<file path="src/rtl/funct_generator_dac_reader.sv">
// Sample-FIFO consumer: pops signed fixed-point samples, converts them to offset-binary
// DAC codes and shifts each code MSB-first over a mode-0 serial DAC link.
module funct_generator_dac_reader #(
  parameter int unsigned DATA_WIDTH = 32,
  parameter int unsigned INT_BITS   = 4,
  parameter int unsigned DAC_BITS   = 16,
  parameter int unsigned SCLK_DIV   = 4
) (
  input  logic                  clk,
  input  logic                  rst,
  input  logic                  en_i,
  input  logic                  empty_i,
  input  logic [DATA_WIDTH-1:0] data_i,
  output logic                  rd_en_o,
  output logic                  sclk_o,
  output logic                  cs_n_o,
  output logic                  mosi_o,
  output logic                  busy_o,
  output logic                  underrun_o
);

  localparam int unsigned DW = $clog2(SCLK_DIV + 1);
  localparam int unsigned BW = $clog2(DAC_BITS + 1);
  localparam logic [DW-1:0] DIV_LAST = DW'(SCLK_DIV - 1);
  localparam logic [DW-1:0] GAP_LAST = DW'((SCLK_DIV > 1) ? (SCLK_DIV - 2) : 0);
  localparam logic [BW-1:0] BIT_LAST = BW'(DAC_BITS - 1);

  typedef enum logic [2:0] {IDLE, READ, LOAD, SHIFT, GAP} state_t;

  state_t                state, state_d;
  logic [DW-1:0]         div_cnt, div_cnt_d;
  logic [BW-1:0]         bit_cnt, bit_cnt_d;
  logic [DAC_BITS-1:0]   sreg, sreg_d, code;
  logic                  frame_done, frame_done_d;
  logic                  rd_en_d, sclk_d, cs_n_d, mosi_d, busy_d, underrun_d;
  logic                  unused_ok;

  assign code = {~data_i[DATA_WIDTH-1], data_i[DATA_WIDTH-2 -: DAC_BITS-1]};

  // Low-order sample bits and the integer-bit count do not affect the DAC code.
  assign unused_ok = &{1'b0, data_i, 1'(INT_BITS)};

  always_comb begin
    state_d      = state;
    div_cnt_d    = div_cnt;
    bit_cnt_d    = bit_cnt;
    sreg_d       = sreg;
    frame_done_d = frame_done;
    sclk_d       = sclk_o;
    cs_n_d       = cs_n_o;
    mosi_d       = mosi_o;
    underrun_d   = underrun_o;

    case (state)
      IDLE: begin
        if (en_i && !empty_i) state_d = READ;
      end
      READ: state_d = LOAD;
      LOAD: begin
        sreg_d    = code;
        mosi_d    = code[DAC_BITS-1];
        cs_n_d    = 1'b0;
        sclk_d    = 1'b0;
        div_cnt_d = '0;
        bit_cnt_d = '0;
        state_d   = SHIFT;
      end
      SHIFT: begin
        if (div_cnt == DIV_LAST) begin
          div_cnt_d = '0;
          if (!sclk_o) begin
            sclk_d = 1'b1;
          end else if (bit_cnt == BIT_LAST) begin
            sclk_d       = 1'b0;
            cs_n_d       = 1'b1;
            mosi_d       = 1'b0;
            frame_done_d = 1'b1;
            // The IDLE cycle is the last cycle of the chip-select gap, so GAP itself
            // lasts SCLK_DIV-1 cycles and is skipped entirely when SCLK_DIV is 1.
            state_d      = (SCLK_DIV > 1) ? GAP : IDLE;
          end else begin
            sclk_d    = 1'b0;
            sreg_d    = {sreg[DAC_BITS-2:0], 1'b0};
            mosi_d    = sreg[DAC_BITS-2];
            bit_cnt_d = bit_cnt + BW'(1);
          end
        end else begin
          div_cnt_d = div_cnt + DW'(1);
        end
      end
      GAP: begin
        if (div_cnt == GAP_LAST) state_d = IDLE;
        else                     div_cnt_d = div_cnt + DW'(1);
      end
      default: state_d = IDLE;
    endcase

    if (!en_i) begin
      frame_done_d = 1'b0;
      underrun_d   = 1'b0;
    end else if (state == IDLE && empty_i && frame_done) begin
      underrun_d = 1'b1;
    end

    rd_en_d = (state_d == READ);
    busy_d  = (state_d != IDLE);
  end

  always_ff @(posedge clk or negedge rst) begin
    if (!rst) begin
      state      <= IDLE;
      div_cnt    <= '0;
      bit_cnt    <= '0;
      sreg       <= '0;
      frame_done <= 1'b0;
      rd_en_o    <= 1'b0;
      sclk_o     <= 1'b0;
      cs_n_o     <= 1'b1;
      mosi_o     <= 1'b0;
      busy_o     <= 1'b0;
      underrun_o <= 1'b0;
    end else begin
      state      <= state_d;
      div_cnt    <= div_cnt_d;
      bit_cnt    <= bit_cnt_d;
      sreg       <= sreg_d;
      frame_done <= frame_done_d;
      rd_en_o    <= rd_en_d;
      sclk_o     <= sclk_d;
      cs_n_o     <= cs_n_d;
      mosi_o     <= mosi_d;
      busy_o     <= busy_d;
      underrun_o <= underrun_d;
    end
  end

endmodule
</file>
<file path="config.mk">
export PLATFORM = sky130hd
export DESIGN_NAME = funct_generator_dac_reader
export DESIGN_NICKNAME = d
export VERILOG_FILES = /design/src/rtl/funct_generator_dac_reader.sv
export SDC_FILE = /design/constraint.sdc
export NUM_CORES = 1
export LEC_CHECK = 0
export CAP_MARGIN = 20
export CORE_UTILIZATION = 45
export CTS_CLUSTER_DIAMETER = 150
export DETAILED_ROUTE_END_ITERATION = 16
export PLACE_DENSITY_LB_ADDON = 0.05
export SKIP_CTS_REPAIR_TIMING = 1
export SLEW_MARGIN = 20
export SYNTH_ARGS = -nofsm -noshare
export SYNTH_HDL_FRONTEND = slang
export SYNTH_SLANG_ARGS = --single-unit
</file>
<file path="constraint.sdc">
create_clock -name clk -period 4.5 [get_ports clk]
set_input_delay 0.9 -clock clk [delete_from_list [all_inputs] [get_ports clk]]
set_output_delay 0.9 -clock clk [all_outputs]
set_load 0.005 [all_outputs]
</file>
==> metrics.md, run 1 <==
| Metric | Value |
|---|---|
| Outcome | `finished clean` |
| Most area-hungry cell type in the Yosys netlist | `dfrtp_1` |
| Final standard cell utilization of the core | `0.5771` |
| Final routed DRC violation total | `0` |
| Setup slack after placement | `roughly 2100 ps` |
| Layout Skew | `6.324 ps` |
| Htree depth | `2` |
| Endpoint of the worst-slack reg-to-reg timing path | `sreg[2]$_DFFE_PN0P_` |
| Number of placed instances with taps included | `215` |
| Final net count | `216` |
| GRT Overall Usage | `0.1723` |
| Bufs on Longest Clock Path | `2` |
| Multi-input logic area | `904.6 µm²` |
| Total Power Consumption | `1.134 mW` |
| Number of vias in the routed layout | `1212` |
| EDFF count, synth | `0` |
| Post-route clock period utilization | `0.5371` |
| Most repeated library cell on the critical path | `ha_1` |
| Final count of pins violating max slew | `0` |
| Critical register-to-register path startpoint | `bit_cnt[0]$_DFFE_PN0P_` |
| Root buffer selected by CTS | `clkbuf_8` |
| Clock tree from TritonCTS | `yes` |
| Gpl congestion | `0.7584` |
| Static power due to leakage | `0.9567 nW` |
| Average size of a mapped cell | `about 12 µm²` |
| Critical-path cell with the highest stage delay | `a21oi_4` |
| Number of CTS-inserted buffers | `5` |
| Number of buffers and inverters on the critical path | `0` |
| I/O pin count | `42` |
| Post-Syn Nets | `roughly 190` |
| Die width | `65.87 µm` |
| Leading post-synthesis cells by cell area | `dfrtp_1 (44%), mux2_2 (13%), mux2_4 (8.2%)` |
| Pwr per Cell Area | `517.4 nW/µm²` |
| I/O Buffers | `25` |
| Worst hold path stage count | `1` |
| Total Die Area | `4338 µm²` |
| Layout cells sized above 1 | `0.2514` |
| Capture endpoint of the worst hold path | `frame_done$_DFFE_PN0P_` |
| R2R cell count | `6` |
| Max-cap viol count | `0` |
| Detailed Route Iter0 Violations | `42` |
| Number of clock sinks | `33` |
| Peak supply drop | `0.3059 mV` |
| Summed negative setup slack over all endpoints | `0 ps` |
| Final cell count without fillers | `between 200 and 250` |
| Layout fillers | `~330` |
| Clk slew on worst S/H paths | `70 ps` |
| Post-layout min period | `~2400 ps` |
| Proportion of synthesized chip area in sequential cells | `0.4506` |
| Number of global-route vias before repair | `1261` |
| Drt first pass iters | `4` |
| Antenna violations before repair | `0` |
| Vertical extent of the die | `65.87 µm` |
| Per-cell via count in the routed design | `between 5 and 6` |
| Skew-Pair Late Insertion Delay | `280 ps` |
| Flop-to-flop setup slack | `2080 ps` |
| Area growth from synthesis to layout | `19.43%` |
| Setup CP Type | `reg2reg` |
| Pin count of the biggest net entering global routing | `22` |
| Setup repair after global routing missed its margin | `false` |
| Max Clk Rate | `0.4138 GHz` |
| Area of the placeable core | `~3800 µm²` |
| Floorplan row count | `22` |
| Wire length per cell after detailed routing | `between 10 and 15 µm` |
| Aggregate routed wire length | `3303 µm` |
| Worst path top cell family by delay | `compound AO/OA/AOI/OAI gates` |
| Number of inserted diodes | `0` |
| Global-route congestion overflow total | `0` |
| Remaining antenna violation count | `0` |
| Number of instances in the synthesized netlist | `151` |
| Register bit total from synthesis | `33` |
| Kind of start point of the critical path | `flop` |
| Worst EP required | `4670 ps` |
| Async set-or-reset flop fraction in the synthesized netlist | `1.000` |
| Synthesized area | `1836 µm²` |
| Count of unique library cells instantiated by Yosys | `between 40 and 50` |
| Slew margin rel. | `0.4237` |
| Primary FF master, synth | `dfrtp_1` |
| Starting utilization of the core area | `0.4832` |
| Final worst-path setup slack | `2083 ps` |
| Critical path's largest stage delay | `590 ps` |
| Final Hold Violating Endpoints | `0` |
| Cell-by-cell trace of the critical path | `ha_1 -> and3_1 -> ha_1 -> nand3b_1 -> a21oi_4 -> mux2_2` |
| Final setup fails | `0` |
| Max FO, Critical Path | `18` |
| Ys Warns | `0` |
| Hold path start | `frame_done$_DFFE_PN0P_` |
| Wire length of the first global-routing pass | `5589 µm` |
| Arrival time at the worst endpoint | `2580 ps` |
| Transition time at the pin with the least slew margin | `~860 ps` |
| Hold/Removal Path Class | `reg2reg` |
| Critical Path End Type | `flop` |
| Proportion of netlist area held by the largest area contributor | `0.4363` |
| HPWL after DPL | `~2400 µm` |
| Area of all sequential standard cells | `827.0 µm²` |
registers in the layout, indices dropped and copies added (netlist names):
register    count
sreg           15
bit_cnt         5
div_cnt         3
state           3
busy_o          1
cs_n_o          1
frame_done      1
mosi_o          1
rd_en_o         1
sclk_o          1
underrun_o      1
layout by cell type (no fill, tap or decap), drive strengths merged, types with 2 or more instances in the layout:
cell type,instances
and2,2
clkdlybuf4s50,25
nand2b,4
inv,6
mux2,32
dfrtp,32
o2bb2ai,3
and3,5
or4b,2
nor2,7
clkbuf,6
nand3,5
a31oi,2
nor2b,4
nand2,2
mux2i,4
a21oi,5
o21ai,2
nand3b,3
ha,6
kinds of logic (layout without fill, tap and decap cells):
family / count (synthesis) / count (layout) / share of synthesized area
AND/OR/NAND/NOR: 39 / 39 / 0.1268
multiplexers: 36 / 36 / 0.2386
flip-flops: 33 / 33 / 0.4506
AO/OA/AOI/OAI: 21 / 21 / 0.08659
buffers and inverters: 16 / 40 / 0.05658
adder cells (fa/ha/maj): 6 / 6 / 0.04090
synthesized netlist by cell type (2+ instances only):
cell type and number:
a21oi_1 4, a31oi_1 2, and2_1 2, and3_1 5, buf_2 4, buf_6 3
clkbuf_1 2, dfrtp_1 32, ha_1 6, inv_1 6, mux2_2 21, mux2_4 10
mux2i_1 4, nand2_1 2, nand2b_1 4, nand3_1 5, nand3b_1 2, nor2_1 7
nor2b_1 4, o21ai_0 2, o2bb2ai_1 3
area by class of cell:
| cell class | instances | area share |
|---|---|---|
| multi-input cells | 102 | 0.4127 |
| repair buffers | 26 | 0.1176 |
| clock buffers | 6 | 0.03767 |
| well taps | 48 | 0.02740 |
| inverters | 6 | 0.01027 |
| clock inverters | 2 | 0.01712 |
| flip-flops and latches | 33 | 0.3773 |
metal layers:
metal | routed length (µm) | GRT usage | part of all wire | up-vias
met3 | 129 | 0.04655 | 0.039 | 5
met5 | 0 | 0 | 0 | -
met4 | 38 | 0.05707 | 0.012 | 0
met1 | 1552 | 0.2138 | 0.47 | 598
li1 | - | - | - | 586
met2 | 1581 | 0.2870 | 0.48 | 23
worst max-delay path by stage:
stage	startpoint	to	slack, ps	depth (start not counted)
3_3_place_gp	bit_cnt[0]$_DFFE_PN0P_	bit_cnt[4]$_DFFE_PN0P_	2110	6
4_1_cts	bit_cnt[0]$_DFFE_PN0P_	sreg[9]$_DFFE_PN0P_	2080	6
5_1_grt	bit_cnt[0]$_DFFE_PN0P_	sreg[2]$_DFFE_PN0P_	1940	6
3_5_place_dp	bit_cnt[0]$_DFFE_PN0P_	sreg[9]$_DFFE_PN0P_	2080	6
6_report	bit_cnt[0]$_DFFE_PN0P_	sreg[2]$_DFFE_PN0P_	2080	6
2_1_floorplan	bit_cnt[0]$_DFFE_PN0P_	bit_cnt[0]$_DFFE_PN0P_	2380	7
metrics by stage:
stage	instance area (µm²)	hold WS [ps]
after global routing	2192	522.2
after detailed placement	2072	487.3
after global placement	2072	477.3
after floorplan	1836	464.1
final	2192	500.4
after CTS	2192	504.9
report_power, final:
| group | switching, mW | internal, mW |
|---|---|---|
| Combinational | 0.142 | 0.243 |
| Sequential | 0.0678 | 0.394 |
| Clock | 0.107 | 0.180 |
| Total | 0.317 | 0.817 |
No activity file was read; power rests on OpenSTA's default activity.
==> run 2: changes to the inputs <==
==> constraint.sdc (replaced) <==
create_clock -name clk -period 2.5 [get_ports clk]
set_input_delay 0.5 -clock clk [delete_from_list [all_inputs] [get_ports clk]]
set_output_delay 0.5 -clock clk [all_outputs]
set_load 0.005 [all_outputs]
==> metrics.md, run 2 (same netlist as run 1, synthesis figures left out) <==
| Metric | Value |
|---|---|
| Layout Skew | `10.65 ps (was 6.324 ps)` |
| Layout fillers | `325 (was 326)` |
| Final worst-path setup slack | `318.8 ps (was 2083 ps)` |
| Detailed Route Iter0 Violations | `44 (was 42)` |
| Remaining antenna violation count | `0 (unchanged)` |
| Die width | `65.87 µm (unchanged)` |
| Outcome | `finished clean (unchanged)` |
| Launch point of the critical path | `bit_cnt[0]$_DFFE_PN0P_ (unchanged)` |
| Arrival time at the worst endpoint | `2340 ps (was 2580 ps)` |
| Floorplan row count | `22 (unchanged)` |
| Most used routing layer | `met2 (unchanged)` |
| Registers with the most flip-flops | `sreg x15, bit_cnt x5 (unchanged)` |
| Critical-path cell with the highest stage delay | `dfrtp_1 (was a21oi_4)` |
| Most repeated library cell on the critical path | `ha_1 (unchanged)` |
| Number of global-route vias before repair | `1160 (was 1261)` |
| HPWL after DPL | `2235 µm (was 2359 µm)` |
| Vertical extent of the die | `65.87 µm (unchanged)` |
| Hold/Removal Path Class | `reg2reg (unchanged)` |
| Global-route met1 utilization | `0.2219 (was 0.2138)` |
| Kind of start point of the critical path | `flop (unchanged)` |
| Most common cell after layout, fill and taps aside | `dfrtp_1 (unchanged)` |
| Most used cells in the layout excluding fill and tap cells | `dfrtp_1 (32), clkdlybuf4s50_1 (25), mux2_2 (21), mux2_4 (10), nor2_1 (7) (unchanged)` |
| Clk slew on worst S/H paths | `70 ps (about the same)` |
| Bufs on Longest Clock Path | `2 (unchanged)` |
| Summed negative setup slack over all endpoints | `0 ps (unchanged)` |
| Starting utilization of the core area | `0.4832 (unchanged)` |
| Pwr per Cell Area | `880.0 nW/µm² (was 517.4 nW/µm²)` |
| Cell-by-cell trace of the critical path | `ha_1 -> and3_1 -> ha_1 -> nand3b_1 -> a21oi_4 -> buf_12 -> mux2_2 (was ha_1 -> and3_1 -> ha_1 -> nand3b_1 -> a21oi_4 -> mux2_2)` |
| Static power due to leakage | `0.9595 nW (was 0.9567 nW)` |
| I/O Buffers | `25 (unchanged)` |
| Max-cap viol count | `0 (unchanged)` |
| Worst hold path stage count | `1 (unchanged)` |
| Aggregate routed wire length | `3185 µm (was 3303 µm)` |
| Post-layout min period | `2181 ps (was 2417 ps)` |
| Critical Path End Type | `flop (unchanged)` |
| Per-cell via count in the routed design | `5.296 (was 5.435)` |
| Wire length of the first global-routing pass | `5437 µm (was 5589 µm)` |
| Layout cells sized above 1 | `0.2528 (was 0.2514)` |
| Number of inserted diodes | `0 (unchanged)` |
| Htree depth | `2 (unchanged)` |
| Max Clk Rate | `0.4585 GHz (was 0.4138 GHz)` |
| Register with the most flip-flops | `sreg (unchanged)` |
| Total Die Area | `4338 µm² (unchanged)` |
| Number of flip-flops under the largest register name | `15 (unchanged)` |
| Root buffer selected by CTS | `clkbuf_8 (unchanged)` |
| Post-route clock period utilization | `0.8725 (was 0.5371)` |
| Skew-Pair Late Insertion Delay | `280 ps (about the same)` |
| GRT Overall Usage | `0.1688 (was 0.1723)` |
| Wire length per cell after detailed routing | `14.09 µm (was 14.81 µm)` |
| Setup repair after global routing missed its margin | `false (unchanged)` |
| Final cell count without fillers | `226 (was 223)` |
| Number of clock sinks | `33 (unchanged)` |
| Clock tree from TritonCTS | `yes (unchanged)` |
| Antenna violations before repair | `0 (unchanged)` |
| Number of placed instances with taps included | `218 (was 215)` |
| Pin count of the biggest net entering global routing | `34 (was 22)` |
| Critical path's largest stage delay | `410 ps (was 590 ps)` |
| Final setup fails | `0 (unchanged)` |
| Global routing met2 resource utilization | `0.2615 (was 0.2870)` |
| Worst EP required | `2660 ps (was 4670 ps)` |
| Area of the placeable core | `3799 µm² (unchanged)` |
| Setup slack after placement | `337.1 ps (was 2084 ps)` |
| Final standard cell utilization of the core | `0.5761 (was 0.5771)` |
| Global routing met3 resource utilization | `0.05172 (was 0.04655)` |
| Max FO, Critical Path | `18 (unchanged)` |
| Final Hold Violating Endpoints | `0 (unchanged)` |
| Peak supply drop | `0.4195 mV (was 0.3059 mV)` |
| Slew margin rel. | `0.7283 (was 0.4237)` |
| Total Power Consumption | `1.926 mW (was 1.134 mW)` |
| Area growth from synthesis to layout | `19.22% (was 19.43%)` |
| R2R cell count | `7 (was 6)` |
| Critical register-to-register path startpoint | `bit_cnt[0]$_DFFE_PN0P_ (unchanged)` |
| I/O pin count | `42 (unchanged)` |
| Number of CTS-inserted buffers | `5 (unchanged)` |
| Global-route congestion overflow total | `0 (unchanged)` |
| Final routed DRC violation total | `0 (unchanged)` |
| Final net count | `219 (was 216)` |
| Gpl congestion | `0.7271 (was 0.7584)` |
| Number of vias in the routed layout | `1197 (was 1212)` |
| Hold path start | `frame_done$_DFFE_PN0P_ (unchanged)` |
| Drt first pass iters | `4 (unchanged)` |
| Setup CP Type | `reg2reg (unchanged)` |
| Final count of pins violating max slew | `0 (unchanged)` |
| Transition time at the pin with the least slew margin | `407.5 ps (was 861.7 ps)` |
==> run 2: changes by cell type in the layout (fill, tap and decap cells not counted), sizes merged <==
cell      previous run  this run
buf                  1         4
clkinv               0         1
clkinvlp             1         0
bufinv               1         0
clkbuf               6         7
==> run 2: report_power, final <==
group / internal [mW] / switching, mW
sequential: 0.709 / 0.120
clock: 0.195 / 0.180
combinational: 0.460 / 0.261
==> run 2: stage by stage <==
step                cell area [µm²]  hold WS, ps
floorplan                      1836        204.4
detailed placement             2107        484.2
CTS                            2188        497.5
finish                         2188        491.7
global route                   2188        523.2
global placement               2107        476.5
==> run 2: cell type report <==
class | count | area (µm²) | share of cell area
multi-input cells | 102 | 904.6 | 0.4134
flip-flops and latches | 33 | 827.0 | 0.3779
repair buffers | 29 | 292.8 | 0.1338
clock buffers | 7 | 76.32 | 0.03488
well taps | 48 | 60.06 | 0.02744
inverters | 6 | 22.52 | 0.01029
clock inverters | 1 | 5.005 | 0.002287
==> run 2: worst paths after layout <==
| path | slack [ps] | end |
|---|---|---|
| setup / recovery | 320 | sreg[2]$_DFFE_PN0P_ |
| hold / removal | 490 | frame_done$_DFFE_PN0P_ |
| setup reg to reg | 320 | sreg[2]$_DFFE_PN0P_ |
| hold reg to reg | 490 | frame_done$_DFFE_PN0P_ |
| max in group asynchronous | 1540 | cs_n_o$_DFFE_PN1P_ |
| min in group asynchronous | 620 | sclk_o$_DFFE_PN0P_ |
==> run 2: metal layers <==
layer / up-vias / wire length [µm]
met4: 0 / 42
met3: 6 / 123
met2: 22 / 1488
li1: 593 / -
met1: 576 / 1530
met5: - / 0
==> run 2: worst max-delay path: cells and delay by family (launching register included) <==
| kind | cells | cell delay, ps |
|---|---|---|
| fa+ha+maj | 2 | 460 |
| simple gates | 2 | 430 |
| buf+inv | 1 | 180 |
| mux | 1 | 350 |
| compound gates | 1 | 210 |
| flops | 1 | 410 |
==> run 3: changes to the inputs <==
--- a/config.mk
+++ b/config.mk
@@ -11,7 +11,6 @@
 export DETAILED_ROUTE_END_ITERATION = 16
 export PLACE_DENSITY_LB_ADDON = 0.05
 export SKIP_CTS_REPAIR_TIMING = 1
-export SLEW_MARGIN = 20
 export SYNTH_ARGS = -nofsm -noshare
 export SYNTH_HDL_FRONTEND = slang
 export SYNTH_SLANG_ARGS = --single-unit
==> results of run 3 <==
Same layout as run 2: the final DEF is identical, and so are final timing and power.
